`config.mk`:
```
export PLATFORM = sky130hd
export DESIGN_NAME = binconv_stream_engine
export DESIGN_NICKNAME = d
export VERILOG_FILES = /design/src/rtl/binconv_stream_engine.sv
export SDC_FILE = /design/constraint.sdc
export NUM_CORES = 1
export LEC_CHECK = 0
export ABC_AREA = 1
export CAP_MARGIN = 15
export CORE_ASPECT_RATIO = 0.7
export CORE_MARGIN = 4
export CORE_UTILIZATION = 40
export CTS_CLUSTER_SIZE = 12
export DETAILED_ROUTE_END_ITERATION = 12
export GPL_TIMING_DRIVEN = 0
export PLACE_DENSITY = 0.59
export SYNTH_ARGS = -nofsm -noshare
export SYNTH_HDL_FRONTEND = slang
export SYNTH_SLANG_ARGS = --single-unit
```
`constraint.sdc`:
```
create_clock -name clk -period 5.3 [get_ports clk]
set_input_delay 0.53 -clock clk [delete_from_list [all_inputs] [get_ports clk]]
set_output_delay 0.53 -clock clk [all_outputs]
set_load 0.005 [all_outputs]
```
`src/rtl/binconv_stream_engine.sv`:
```
// ---------------------------------------------------------------------------
// binconv_stream_engine
//
// Binary 5x5 convolution engine. Latches one 25-bit kernel from the kernel
// reader and streams a 1-bit IMG_H x IMG_W image from a synchronous image
// RAM. For every valid 5x5 window position it emits the number of matching
// bits between the window and the kernel, which is popcount(XNOR). When a
// pass is complete it requests the next kernel. It stops after N_KERNELS
// passes, or earlier if the reader reports that every kernel has been read.
//
// Ports
//   clk          system clock, rising edge
//   rst_n        synchronous active-low reset
//   start        one-cycle run request, honoured in IDLE and DONE
//   kernal_data  kernel bits, bit 5*i+j = row i (0 = top), column j (0 = left)
//   kernal_num   index of the kernel currently on kernal_data
//   kern_ready   reader's per-kernel finished flag
//   kern_all     reader's all-kernels-read flag
//   kern_req     one-cycle request for the next kernel
//   img_addr     image RAM read address, row-major
//   img_data     image RAM read data, valid one cycle after its address
//   conv_valid   one-cycle result strobe
//   conv_data    match count 0..25
//   conv_row     output row of the result
//   conv_col     output column of the result
//   conv_kernal  kernel index latched for the current pass
//   busy         run in progress
//   done         run finished, held until the next start or reset
//
// state    | meaning
// ---------+-----------------------------------------------------------
// S_IDLE   | after reset, waiting for start
// S_WAIT_K | waiting for a kernel (kern_ready) or the end of kernels (kern_all)
// S_STREAM | issuing image addresses 0 .. IMG_W*IMG_H-1
// S_FLUSH  | two cycles so the last pixel can reach the result register
// S_REQ    | one-cycle kern_req pulse to the reader
// S_GUARD  | one cycle in which the reader still shows its stale done flag
// S_DONE   | run complete
// ---------------------------------------------------------------------------
module binconv_stream_engine #(
   parameter int IMG_W     = 28,
   parameter int IMG_H     = 28,
   parameter int N_KERNELS = 32,
   parameter int ADDR_W    = 10
) (
   input  logic              clk,
   input  logic              rst_n,
   input  logic              start,
   input  logic [24:0]       kernal_data,
   input  logic [5:0]        kernal_num,
   input  logic              kern_ready,
   input  logic              kern_all,
   output logic              kern_req,
   output logic [ADDR_W-1:0] img_addr,
   input  logic              img_data,
   output logic              conv_valid,
   output logic [4:0]        conv_data,
   output logic [4:0]        conv_row,
   output logic [4:0]        conv_col,
   output logic [5:0]        conv_kernal,
   output logic              busy,
   output logic              done
);

   localparam int RW     = $clog2(IMG_H);
   localparam int CW     = $clog2(IMG_W);
   localparam int NPIX   = IMG_W * IMG_H;
   // Four full previous rows plus the four pixels before the current one.
   localparam int LB_LEN = 4 * IMG_W + 4;
   localparam logic [ADDR_W-1:0] LAST_ADDR = ADDR_W'(NPIX - 1);

   typedef enum logic [2:0] {
      S_IDLE,
      S_WAIT_K,
      S_STREAM,
      S_FLUSH,
      S_REQ,
      S_GUARD,
      S_DONE
   } state_t;

   state_t r_state;
   state_t w_state_nxt;

   logic [ADDR_W-1:0] r_addr;
   logic [RW-1:0]     r_row;
   logic [CW-1:0]     r_col;
   logic              r_pix_vld;
   logic [RW-1:0]     r_pix_row;
   logic [CW-1:0]     r_pix_col;
   logic [LB_LEN-1:0] r_lb;
   logic [24:0]       r_kernel;
   logic [5:0]        r_kern_num;
   logic [5:0]        r_kcnt;
   logic              r_flush_cnt;
   logic              r_conv_valid;
   logic [4:0]        r_conv_data;
   logic [4:0]        r_conv_row;
   logic [4:0]        r_conv_col;

   logic              w_last_addr;
   logic              w_flush_end;
   logic [5:0]        w_kcnt_inc;
   logic              w_last_kern;
   logic              w_take_kernel;
   logic              w_start_run;
   logic              w_win_ok;
   logic [24:0]       w_win;
   logic [24:0]       w_match;
   logic [4:0]        w_pop;

   assign w_last_addr   = (r_addr == LAST_ADDR);
   assign w_flush_end   = (r_flush_cnt == 1'b0);
   assign w_kcnt_inc    = r_kcnt + 1'b1;
   assign w_last_kern   = (w_kcnt_inc == 6'(N_KERNELS));
   // kern_all has priority over kern_ready.
   assign w_take_kernel = (r_state == S_WAIT_K) && !kern_all && kern_ready;
   assign w_start_run   = ((r_state == S_IDLE) || (r_state == S_DONE)) && start;

   // -------------------------------------------------------------------------
   // Window extraction. r_lb[0] is the pixel that arrived one cycle before
   // img_data, so pixel (r-a, c-b) sits a*IMG_W + b positions back. Window
   // bit 5*i+j = pixel (r-4+i, c-4+j).
   // -------------------------------------------------------------------------
   for (genvar gi = 0; gi < 5; gi++) begin : g_row
      for (genvar gj = 0; gj < 5; gj++) begin : g_col
         localparam int OFF = (4 - gi) * IMG_W + (4 - gj);
         if (OFF == 0) begin : g_cur
            assign w_win[5*gi+gj] = img_data;
         end else begin : g_lb
            assign w_win[5*gi+gj] = r_lb[OFF-1];
         end
      end
   end

   assign w_match = ~(w_win ^ r_kernel);

   always_comb begin
      w_pop = '0;
      for (int k = 0; k < 25; k++) begin
         w_pop = w_pop + 5'(w_match[k]);
      end
   end

   // Windows are not formed across a row wrap; c < 4 or r < 4 gives nothing.
   assign w_win_ok = r_pix_vld && (r_pix_row >= RW'(4)) && (r_pix_col >= CW'(4));

   // -------------------------------------------------------------------------
   // FSM next state and outputs
   // -------------------------------------------------------------------------
   always_comb begin
      w_state_nxt = r_state;
      kern_req    = 1'b0;
      busy        = 1'b0;
      done        = 1'b0;
      case (r_state)
         S_IDLE: begin
            if (start) w_state_nxt = S_WAIT_K;
         end
         S_WAIT_K: begin
            busy = 1'b1;
            if (kern_all)        w_state_nxt = S_DONE;
            else if (kern_ready) w_state_nxt = S_STREAM;
         end
         S_STREAM: begin
            busy = 1'b1;
            if (w_last_addr) w_state_nxt = S_FLUSH;
         end
         S_FLUSH: begin
            busy = 1'b1;
            if (w_flush_end) w_state_nxt = w_last_kern ? S_DONE : S_REQ;
         end
         S_REQ: begin
            busy        = 1'b1;
            kern_req    = 1'b1;
            w_state_nxt = S_GUARD;
         end
         S_GUARD: begin
            busy        = 1'b1;
            w_state_nxt = S_WAIT_K;
         end
         S_DONE: begin
            done = 1'b1;
            if (start) w_state_nxt = S_WAIT_K;
         end
         default: w_state_nxt = S_IDLE;
      endcase
   end

   // -------------------------------------------------------------------------
   // State and datapath registers
   // -------------------------------------------------------------------------
   always_ff @(posedge clk) begin
      if (!rst_n) begin
         r_state      <= S_IDLE;
         r_addr       <= '0;
         r_row        <= '0;
         r_col        <= '0;
         r_pix_vld    <= 1'b0;
         r_pix_row    <= '0;
         r_pix_col    <= '0;
         r_lb         <= '0;
         r_kernel     <= '0;
         r_kern_num   <= '0;
         r_kcnt       <= '0;
         r_flush_cnt  <= 1'b0;
         r_conv_valid <= 1'b0;
         r_conv_data  <= '0;
         r_conv_row   <= '0;
         r_conv_col   <= '0;
      end else begin
         r_state <= w_state_nxt;

         if (w_take_kernel) begin
            r_kernel   <= kernal_data;
            r_kern_num <= kernal_num;
            r_addr     <= '0;
            r_row      <= '0;
            r_col      <= '0;
         end else if ((r_state == S_STREAM) && !w_last_addr) begin
            r_addr <= r_addr + 1'b1;
            if (r_col == CW'(IMG_W - 1)) begin
               r_col <= '0;
               r_row <= r_row + 1'b1;
            end else begin
               r_col <= r_col + 1'b1;
            end
         end

         // The RAM returns data one cycle after the address, so the issue
         // counters are delayed once to tag the arriving pixel.
         r_pix_vld <= (r_state == S_STREAM);
         r_pix_row <= r_row;
         r_pix_col <= r_col;

         if (r_pix_vld) begin
            r_lb <= {r_lb[LB_LEN-2:0], img_data};
         end

         r_conv_valid <= w_win_ok;
         if (w_win_ok) begin
            r_conv_data <= w_pop;
            r_conv_row  <= 5'(r_pix_row - RW'(4));
            r_conv_col  <= 5'(r_pix_col - CW'(4));
         end

         if (r_state == S_STREAM) begin
            r_flush_cnt <= 1'b1;
         end else if (r_state == S_FLUSH) begin
            r_flush_cnt <= r_flush_cnt - 1'b1;
         end

         if (w_start_run) begin
            r_kcnt <= '0;
         end else if ((r_state == S_FLUSH) && w_flush_end) begin
            r_kcnt <= w_kcnt_inc;
         end
      end
   end

   assign img_addr    = r_addr;
   assign conv_valid  = r_conv_valid;
   assign conv_data   = r_conv_data;
   assign conv_row    = r_conv_row;
   assign conv_col    = r_conv_col;
   assign conv_kernal = r_kern_num;

endmodule

```
==> metrics.md, run 1 <==
| Metric | Value |
|---|---|
| Worst slew pin tran | `621 ps` |
| Post-route cell area | `0.0100 mm2` |
| Tot Pwr | `0.00507 W` |
| Final Skew | `12.6 ps` |
| Clock root cell | `clkbuf_16` |
| Post-synth net total | `1,146` |
| WL final | `18,800 um` |
| Critical Path Start Type | `flop` |
| #FFs+latches synth | `204` |
| Multi-input gate area | `0.00365 mm2` |
| Async set or reset register ratio after synthesis | `0%` |
| I/O pin cnt | `72` |
| Worst hold margin | `447 ps` |
| CTS tree | `built` |
| Crit end category | `flop` |
| WP data arrival | `5040 ps` |
| Hold_buf cts | `0` |
| Clk pin slew, worst setup/hold paths | `60 ps` |
| Critical path's largest stage delay | `540 ps` |
| DR iter-0 viols | `395` |
| Clock latency on the worst-skew pair | `490 ps` |
| Tcrit/Tclk final | `88.5%` |
| Critical path required time | `5650 ps` |
| CTS Sinks | `204` |
| Register area | `0.00408 mm2` |
| Net count reported at finish | `1,239` |
| Antenna diodes | `0` |
| Final setup fails | `0` |
| Synth-to-Final Area Change | `19.6%` |
| First-pass GRT wire length | `31,100 um` |
| Number of synthesis warnings | `0` |
| Post-route DRC | `0` |
| Layout cells sized above 1 | `4.43%` |
| Final Hold Viols | `0` |
| GRT Total Usage | `15.8%` |
| Synth cell count leaders | `nor2_1, dfxtp_1, o21ai_0` |
| Worst vdd ir | `0.281 mV` |
| RSZ-0062 raised after global routing | `no` |
| Slew headroom | `58.6%` |
| Die area | `0.0234 mm2` |
| CP most frequent cell | `fa_1` |
| Filler cells | `2,110` |
| Synthesized instance count | `1,077` |
| Largest net degree at the start of global routing | `13` |
| Status | `completed` |
| Placer's final routability congestion estimate | `0.811` |
| Initial Util | `40.6%` |
| Initial antenna violation count | `1` |
| EDFF count, synth | `0` |
| CP Class | `reg2reg` |
| Pwr/cell area | `505 mW/mm2` |
| Vias per std cell | `4.72` |
| Synthesized cell area | `0.00840 mm2` |
| Cell Chain, Critical Path | `xnor2_1 > fa_1 > inv_1 > fa_1 > inv_1 > fa_1 > fa_1 > fa_1 > fa_1 > fa_1 > nand3_1 > nand2_1 > o21ai_0 > a21oi_1` |
| Routed length per placed instance | `13.0 um` |
| Tightest Hold Check Type | `reg2reg` |
| CP max stage cell | `fa_1` |
| Post-DP HPWL | `13,400 um` |
| Placed cell area | `0.00945 mm2` |
| Number of routed nets with antenna violations | `0` |
| Die Span X | `181 um` |
| Fin util | `48.5%` |
| Post-synthesis sequential area ratio | `48.6%` |
| R2R Setup Slk | `610 ps` |
| Max_cap viols | `0` |
| GRT overflow | `0` |
| IO Port Bufs | `70` |
| Core box area | `0.0207 mm2` |
| Cts repair resizes | `0` |
| Detailed-route via count | `6,845` |
| Pleak | `4.35 nW` |
| Die Ht | `129 um` |
| Synth cell types | `30` |
| Vias in the first global route | `6,187` |
| Critical path peak fanout | `2` |
| CTS buffer count | `21` |
| H-Tree Depth | `1` |
| Highest Clock Rate | `0.213 GHz` |
| Area fraction of the dominant cell type after synthesis | `48.6%` |
| Count leader, synth | `nor2_1` |
| Syn_area_per_cell | `7.80 um2` |
| Post-CTS Setup Bufs | `0` |
| CTS max path bufs | `3` |
| Largest cells by area after synthesis | `dfxtp_1, nor2_1, o21ai_0` |
| Row count | `44` |
| Setup TNS | `0 ps` |
| Synth area leader | `dfxtp_1` |
| Synth Flop Type | `dfxtp_1` |
| Pins Over Slew Limit | `0` |
| First-pass DRT Iterations | `5` |
| Minimum clock period | `4690 ps` |
[cell usage in the layout, fill, tap and decap left out, types with 2 or more instances in the layout]
master and instances:
a21oi_1 69, or2_2 4, inv_2 3, nor2_1 261
inv_1 109, clkbuf_8 2, clkbuf_16 21, buf_2 11
xnor2_1 17, nand2_1 83, nor3_1 4, nand3_1 24
clkbuf_1 47, clkdlybuf4s50_1 70, a31oi_1 4, fa_1 18
nand4_1 6, ha_1 14, xor2_1 19, dfxtp_1 204
o21ai_0 171, nor2_2 2
[area by class of cell]
class / instances / area share [%]
flip-flops and latches: 204 / 40.7
well taps: 276 / 3.44
inverters: 113 / 4.22
clock inverters: 1 / 0.299
multi-input cells: 703 / 36.4
plain buffers: 57 / 2.38
repair buffers: 70 / 6.98
clock buffers: 27 / 5.66
[per-stage QoR]
step                cells  setup slack [ps]
floorplan            1077               846
global route         1451               424
finish               1451               609
detailed placement   1423               501
CTS                  1451               558
global placement     1423               493
[layer usage]
metal | vias to the layer above | global-route usage [%] | wire, um
li1 | 3591 | - | -
met1 | 3116 | 23.6 | 9930
met3 | 26 | 3.62 | 913
met5 | - | 0 | 13
met4 | 2 | 2.96 | 267
met2 | 110 | 23.6 | 7690
[path summary, 6_finish.rpt]
| check | end | cells after the start | start |
|---|---|---|---|
| worst max-delay path | conv_data[4]$_SDFFE_PN0P_ | 14 | r_kernel[0]$_SDFFE_PN0P_ |
| worst min-delay path | conv_data[2]$_SDFFE_PN0P_ | 2 | conv_data[2]$_SDFFE_PN0P_ |
| worst max register to register | conv_data[4]$_SDFFE_PN0P_ | 14 | r_kernel[0]$_SDFFE_PN0P_ |
| worst min register to register | conv_data[2]$_SDFFE_PN0P_ | 2 | conv_data[2]$_SDFFE_PN0P_ |
[power by group]
part / switching (W) / internal [W] / total (W)
logic: 0.00107 / 0.000764 / 0.00183
clock network: 0.000562 / 0.000789 / 0.00135
registers: 0.000140 / 0.00175 / 0.00189
total: 0.00177 / 0.00330 / 0.00507
[sequential cells by signal (all words and copies together), names as in the netlist]
name	count
r_lb	116
r_kernel	25
img_addr	10
conv_kernal	6
r_kcnt	6
conv_col	5
conv_data	5
conv_row	5
r_col	5
r_pix_col	5
r_pix_row	5
r_row	5
r_state	3
conv_valid	1
r_flush_cnt	1
r_pix_vld	1
[worst max-delay path, delay by kind of cell, from the launching register on]
| kind | cells | cell delay (ps) |
|---|---|---|
| and+or+nand+nor | 2 | 160 |
| AOI/OAI and AO/OA | 2 | 220 |
| DFF | 1 | 330 |
| adders and majority gates | 7 | 3570 |
| xor gates and xnor gates | 1 | 160 |
| buffers and inverters | 2 | 110 |
[kinds of logic (layout without fill, tap and decap cells)]
family          after synthesis  count (layout)  share of synthesized area (%)
compound gates              246             246                           14.8
xor+xnor                     36              36                           3.75
fa+ha+maj                    32              32                           6.38
buf+inv                     170             268                           7.89
flops                       204             204                           48.6
simple gates                389             389                           18.5
Power figures use the tool's default switching activity.
==> run 2: changes to the inputs <==
==> constraint.sdc (replaced) <==
create_clock -name clk -period 5.3 [get_ports clk]
set_input_delay 1.59 -clock clk [delete_from_list [all_inputs] [get_ports clk]]
set_output_delay 1.59 -clock clk [all_outputs]
set_load 0.005 [all_outputs]
==> metrics.md, run 2 (synthesis gave the netlist of run 1 again) <==
| Metric | Value |
|---|---|
| Status | `completed` |
| Antenna diodes | `0 (unchanged)` |
| WL final | `18,800 um (+0.10%)` |
| Register area | `0.00408 mm2 (unchanged)` |
| Final Skew | `12.4 ps (-0.191 ps)` |
| Largest net degree at the start of global routing | `13 (unchanged)` |
| Worst vdd ir | `0.293 mV (+4.1%)` |
| Core box area | `0.0207 mm2 (unchanged)` |
| RSZ-0062 raised after global routing | `no` |
| Critical path peak fanout | `2 (unchanged)` |
| Die Ht | `129 um (unchanged)` |
| Cell Chain, Critical Path | `clkdlybuf4s50_1 > xor2_1 > fa_1 > inv_1 > fa_1 > fa_1 > fa_1 > fa_2 > fa_2 > nand3_1 > nand2_1 > o21ai_0 > a21oi_1` |
| Placer's final routability congestion estimate | `0.811 (unchanged)` |
| Int Power | `0.00331 W (+0.39%)` |
| Routing usage on met2 | `23.6% (unchanged)` |
| Final Hold Viols | `0 (unchanged)` |
| Clock power share | `26.5% (about the same)` |
| Setup TNS | `0 ps (unchanged)` |
| DR iter-0 viols | `389 (-1.5%)` |
| Number of routed nets with antenna violations | `0 (unchanged)` |
| Initial antenna violation count | `1 (unchanged)` |
| Sw Share | `34.9% (about the same)` |
| Critical path's largest stage delay | `550 ps (about the same)` |
| WP data arrival | `5510 ps (+470 ps)` |
| CTS tree | `built` |
| First-pass DRT Iterations | `5 (unchanged)` |
| Pwr/cell area | `506 mW/mm2 (+0.34%)` |
| Critical path required time | `5650 ps (about the same)` |
| Layout cells sized above 1 | `4.60% (+0.17 points)` |
| Minimum clock period | `5150 ps (+462 ps)` |
| Tcrit/Tclk final | `97.2% (+8.7 points)` |
| GRT overflow | `0 (unchanged)` |
| Max_cap viols | `0 (unchanged)` |
| Met1 usage | `23.7% (+0.035 points)` |
| I/O pin cnt | `72 (unchanged)` |
| Initial Util | `40.6% (unchanged)` |
| Fin util | `48.5% (about the same)` |
| Most frequent cells in the layout | `nor2_1, dfxtp_1, o21ai_0, inv_1, nand2_1` |
| CP Class | `in2reg` |
| Pleak | `4.35 nW (about the same)` |
| Highest Clock Rate | `0.194 GHz (-9.0%)` |
| Max reg flops | `116 (unchanged)` |
| Post-DP HPWL | `13,400 um (unchanged)` |
| Pins Over Slew Limit | `0 (unchanged)` |
| Net count reported at finish | `1,239 (unchanged)` |
| CP max stage cell | `fa_1` |
| Die Span X | `181 um (unchanged)` |
| IO Port Bufs | `70 (unchanged)` |
| CTS buffer count | `21 (unchanged)` |
| Clock root cell | `clkbuf_16` |
| GR Util met3 | `3.62% (unchanged)` |
| Crit end category | `flop` |
| CTS Sinks | `204 (unchanged)` |
| Row count | `44 (unchanged)` |
| CP most frequent cell | `fa_1` |
| Clock latency on the worst-skew pair | `490 ps (about the same)` |
| Sw power | `0.00178 W (+0.38%)` |
| Tightest Hold Check Type | `reg2reg` |
| Slew headroom | `59.3% (+0.66 points)` |
| Multi-input gate area | `0.00366 mm2 (+0.14%)` |
| Detailed-route via count | `6,831 (-0.20%)` |
| Synth-to-Final Area Change | `19.6% (about the same)` |
| First-pass GRT wire length | `31,100 um (about the same)` |
| Vias per std cell | `4.71 (-0.20%)` |
| Comb pwr share | `36.4% (+0.3 points)` |
| GRT Max-Usage Layer | `met1` |
| Clk pin slew, worst setup/hold paths | `60 ps (about the same)` |
| Commonest non-fill, non-tap cell in the layout | `nor2_1` |
| GRT Total Usage | `15.8% (about the same)` |
| Flop pwr share | `37.1% (about the same)` |
| Die area | `0.0234 mm2 (unchanged)` |
| Filler cells | `2,108 (-0.095%)` |
| Final setup fails | `0 (unchanged)` |
| Vias in the first global route | `6,190 (+0.048%)` |
| Top reg by flops | `r_lb` |
| CTS max path bufs | `3 (unchanged)` |
| Post-route DRC | `0 (unchanged)` |
| H-Tree Depth | `1 (unchanged)` |
| Worst slew pin tran | `611 ps (-9.84 ps)` |
| Routed length per placed instance | `13.0 um (+0.10%)` |
| Critical Path Start Type | `input pin` |
run 2: per-layer routing:
metal,vias to the layer above,wire [um]
li1,3587,-
met5,-,13
met1,3112,9980
met3,26,882
met2,104,7690
met4,2,267
run 2: worst max-delay path: cells and delay by family:
kind	cells	cell delay, ps
buffers and inverters	2	530
xor gates and xnor gates	1	180
adders and majority gates	6	2850
AOI/OAI and AO/OA	2	220
and+or+nand+nor	2	140
run 2: power by group through the flow:
stage	sequential [W]	combinational (W)	clock (W)
floorplan	0.00188	0.00136	0
global placement	0.00192	0.00184	0
detailed placement	0.00192	0.00185	0
CTS	0.00189	0.00188	0.00139
global route	0.00192	0.00211	0.00146
finish	0.00189	0.00185	0.00135
run 2: worst paths after layout:
check | slack, ps | end | cells after the start | from
max reg2reg | 790 | conv_data[4]$_SDFFE_PN0P_ | 14 | r_kernel[0]$_SDFFE_PN0P_
min | 450 | conv_data[2]$_SDFFE_PN0P_ | 2 | conv_data[2]$_SDFFE_PN0P_
min reg2reg | 450 | conv_data[2]$_SDFFE_PN0P_ | 2 | conv_data[2]$_SDFFE_PN0P_
max | 150 | conv_data[4]$_SDFFE_PN0P_ | 13 | img_data
run 2: cell type report:
class | count | share of cell area, %
clock buffer | 27 | 5.65
inverter | 113 | 4.22
clock inverter | 1 | 0.299
multi-input combinational | 703 | 36.4
timing repair buffer | 70 | 6.97
buffer | 57 | 2.38
sequential | 204 | 40.6
tap | 276 | 3.44
run 2: what timing repair did:
item	4_1_cts	5_1_grt
hold buffers	0	0
buffers inserted	0	0
setup endpoints to repair	2	2
resized for setup	1	1
pin swaps	1	1
run 2: stage by stage:
step,instance area [um2],hold slack [ps],setup WS (ps),cells,power [W]
finish,10000,447,146,1451,0.00509
global route,10000,464,10.8,1451,0.00548
global placement,9450,431,-567,1423,0.00376
floorplan,8400,433,152,1077,0.00325
detailed placement,9450,440,-559,1423,0.00377
CTS,10000,449,30.1,1451,0.00516
==> run 3: changes to the inputs <==
--- a/config.mk
+++ b/config.mk
@@ -8,7 +8,6 @@
 export ABC_AREA = 1
 export CAP_MARGIN = 15
 export CORE_ASPECT_RATIO = 0.7
-export CORE_MARGIN = 4
 export CORE_UTILIZATION = 40
 export CTS_CLUSTER_SIZE = 12
 export DETAILED_ROUTE_END_ITERATION = 12
==> metrics.md, run 3 (synthesis gave the netlist of run 1 again) <==
| Metric | Value |
|---|---|
| Status | `completed` |
| Setup TNS | `0 ps (unchanged)` |
| Minimum clock period | `4870 ps (-281 ps)` |
| I/O pin cnt | `72 (unchanged)` |
| Die Ht | `123 um (-4.6%)` |
| IO Port Bufs | `70 (unchanged)` |
| Antenna diodes | `0 (unchanged)` |
| Commonest non-fill, non-tap cell in the layout | `nor2_1` |
| Post-CTS Setup Bufs | `0 (unchanged)` |
| Layout cells sized above 1 | `4.68% (+0.085 points)` |
| DR iter-0 viols | `443 (+14%)` |
| Largest net degree at the start of global routing | `13 (unchanged)` |
| Post-DP HPWL | `13,200 um (-1.2%)` |
| Synth-to-Final Area Change | `19.3%` |
| Worst path top cell family by delay | `adder cells` |
| Hold path startpoint | `conv_kernal[1]$_SDFFE_PN0P_` |
| Pleak | `4.36 nW (+0.12%)` |
| Top reg by flops | `r_lb` |
| CTS tree | `built` |
| Tcrit/Tclk final | `91.9% (-5.3 points)` |
| Hold_buf cts | `0 (unchanged)` |
| Vias in the first global route | `6,032 (-2.6%)` |
| Pwr/cell area | `500 mW/mm2 (-1.3%)` |
| GRT Total Usage | `17.8% (+2.0 points)` |
| CP max stage cell | `fa_1` |
| CTS max path bufs | `3 (unchanged)` |
| Critical path required time | `5680 ps (+30 ps)` |
| Die area | `0.0216 mm2 (-7.8%)` |
| Net count reported at finish | `1,239 (unchanged)` |
| Finished Layout Cells | `1,445 (-0.41%)` |
| CTS buffer count | `21 (unchanged)` |
| Most frequent cells in the layout | `nor2_1, dfxtp_1, o21ai_0, inv_1, nand2_1` |
| Tot Pwr | `0.00501 W (-1.6%)` |
| Worst r2r src | `r_kernel[0]$_SDFFE_PN0P_` |
| CP most frequent cell | `fa_1` |
| Clock root cell | `clkbuf_16` |
| DP Worst Slack | `-570 ps (-10.9 ps)` |
| Number of routed nets with antenna violations | `0 (unchanged)` |
| Cells on Worst Hold Path | `2 (unchanged)` |
| Placed cell area | `0.00944 mm2 (about the same)` |
| Tightest Hold Check Type | `reg2reg` |
| Detailed-route via count | `6,805 (-0.38%)` |
| Inst Count DP | `1,417 (-0.42%)` |
| Slew headroom | `59.5% (+0.25 points)` |
| H-Tree Depth | `1 (unchanged)` |
| CP Class | `in2reg` |
| RSZ-0062 raised after global routing | `no` |
| Vias per std cell | `4.71 (about the same)` |
| Clock latency on the worst-skew pair | `490 ps (about the same)` |
| Max reg flops | `116 (unchanged)` |
| Initial Util | `41.6% (+1.1 points)` |
| Worst reg2reg path depth | `13 (-1)` |
| Final Hold Viols | `0 (unchanged)` |
| Reg2reg end | `conv_data[2]$_SDFFE_PN0P_` |
| Slack of the critical path | `427 ps (+281 ps)` |
| Critical path's largest stage delay | `600 ps (+50 ps)` |
| Crit end category | `flop` |
| Placer's final routability congestion estimate | `0.824 (+1.5%)` |
| Die Span X | `175 um (-3.3%)` |
| Highest Clock Rate | `0.205 GHz (+5.8%)` |
| Worst vdd ir | `0.313 mV (+6.9%)` |
| WL final | `18,800 um (-0.22%)` |
| Core box area | `0.0202 mm2 (-2.5%)` |
| Routed length per placed instance | `13.0 um (+0.19%)` |
| Critical path peak fanout | `2 (unchanged)` |
| Max_cap viols | `0 (unchanged)` |
| Worst path bufs/invs | `2 (unchanged)` |
| Worst slew pin tran | `607 ps (-3.69 ps)` |
| Post-route DRC | `0 (unchanged)` |
| CTS Sinks | `204 (unchanged)` |
| Final setup fails | `0 (unchanged)` |
| R2R Setup Slk | `780 ps (about the same)` |
| First-pass GRT wire length | `30,800 um (-0.91%)` |
| GRT overflow | `0 (unchanged)` |
| WP data arrival | `5250 ps (-260 ps)` |
| Final Skew | `15.0 ps (+2.57 ps)` |
| Cell Chain, Critical Path | `dlymetal6s2s_1 > xor2_1 > fa_1 > inv_1 > fa_1 > fa_1 > fa_1 > fa_2 > fa_1 > xor2_1 > o21ai_0 > a21oi_1` |
| Post-route cell area | `0.0100 mm2 (-0.26%)` |
| Hold Path End | `conv_kernal[1]$_SDFFE_PN0P_` |
| Initial antenna violation count | `0 (-1)` |
| First-pass DRT Iterations | `5 (unchanged)` |
| Critical Path Start Type | `input pin` |
| Row count | `43 (-2.3%)` |
| Filler cells | `1,960 (-7.0%)` |
| Pins Over Slew Limit | `0 (unchanged)` |
| Clk pin slew, worst setup/hold paths | `60 ps (about the same)` |
## run 3: changes by cell type in the layout (fill, tap and decap cells not counted), sizes merged
cell,before,now
bufinv,1,0
inv,112,113
clkbuf,70,68
dlymetal6s2s,0,1
clkinv,1,3
clkdlybuf4s50,70,69
## run 3: where the power goes
| part | switching (W) | leakage (nW) | internal, W |
|---|---|---|---|
| combinational | 0.00104 | 2.42 | 0.000761 |
| sequential | 0.000142 | 1.65 | 0.00175 |
| clock | 0.000577 | 0.288 | 0.000740 |
| total | 0.00176 | 4.36 | 0.00325 |
## run 3: cell type report
cell class | count | area [um2] | area share (%)
plain buffers | 57 | 239 | 2.38
clock buffers | 25 | 561 | 5.59
clock inverters | 3 | 18.8 | 0.187
inverters | 113 | 424 | 4.23
multi-input cells | 703 | 3650 | 36.5
flip-flops and latches | 204 | 4080 | 40.7
well taps | 270 | 338 | 3.37
repair buffers | 70 | 703 | 7.02
## run 3: through the flow
step,utilization (%),hold WS [ps]
3_5_place_dp,46.8,436
5_1_grt,49.7,464
6_report,49.7,447
3_3_place_gp,46.8,431
2_1_floorplan,-,433
4_1_cts,49.7,452
## run 3: routing by layer
metal | global-route usage [%] | share of wire (%) | routed length [um] | vias up
met4 | 4.02 | 1.7 | 319 | 0
met3 | 3.41 | 5.1 | 952 | 25
li1 | - | - | - | 3584
met5 | 0 | 0 | 0 | -
met1 | 27.4 | 54 | 10100 | 3062
met2 | 25.2 | 40 | 7420 | 134
## run 3: how the worst max path moves through the flow
stage	end	slack (ps)	start	depth (start not counted)
floorplan	conv_data[2]$_SDFFE_PN0P_	150	img_data	11
global placement	conv_data[2]$_SDFFE_PN0P_	-550	img_data	12
detailed placement	conv_data[2]$_SDFFE_PN0P_	-570	img_data	12
CTS	conv_data[2]$_SDFFE_PN0P_	30	img_data	12
global route	conv_data[4]$_SDFFE_PN0P_	300	img_data	13
finish	conv_data[2]$_SDFFE_PN0P_	430	img_data	12
## run 3: timing repair
action,in CTS,in global routing
resized for setup,1,1
setup endpoints to repair,2,2
pin swaps,1,2
## run 3: worst reg2reg max path, cell delays in order, from the launching register on
cell and delay (ps):
dfxtp_1 330, xnor2_1 150, fa_1 530, inv_1 50, fa_1 530, inv_1 60, fa_1 500, fa_1 600
fa_1 470, fa_2 380, fa_1 430, xor2_1 150, o21ai_0 170, a21oi_1 60
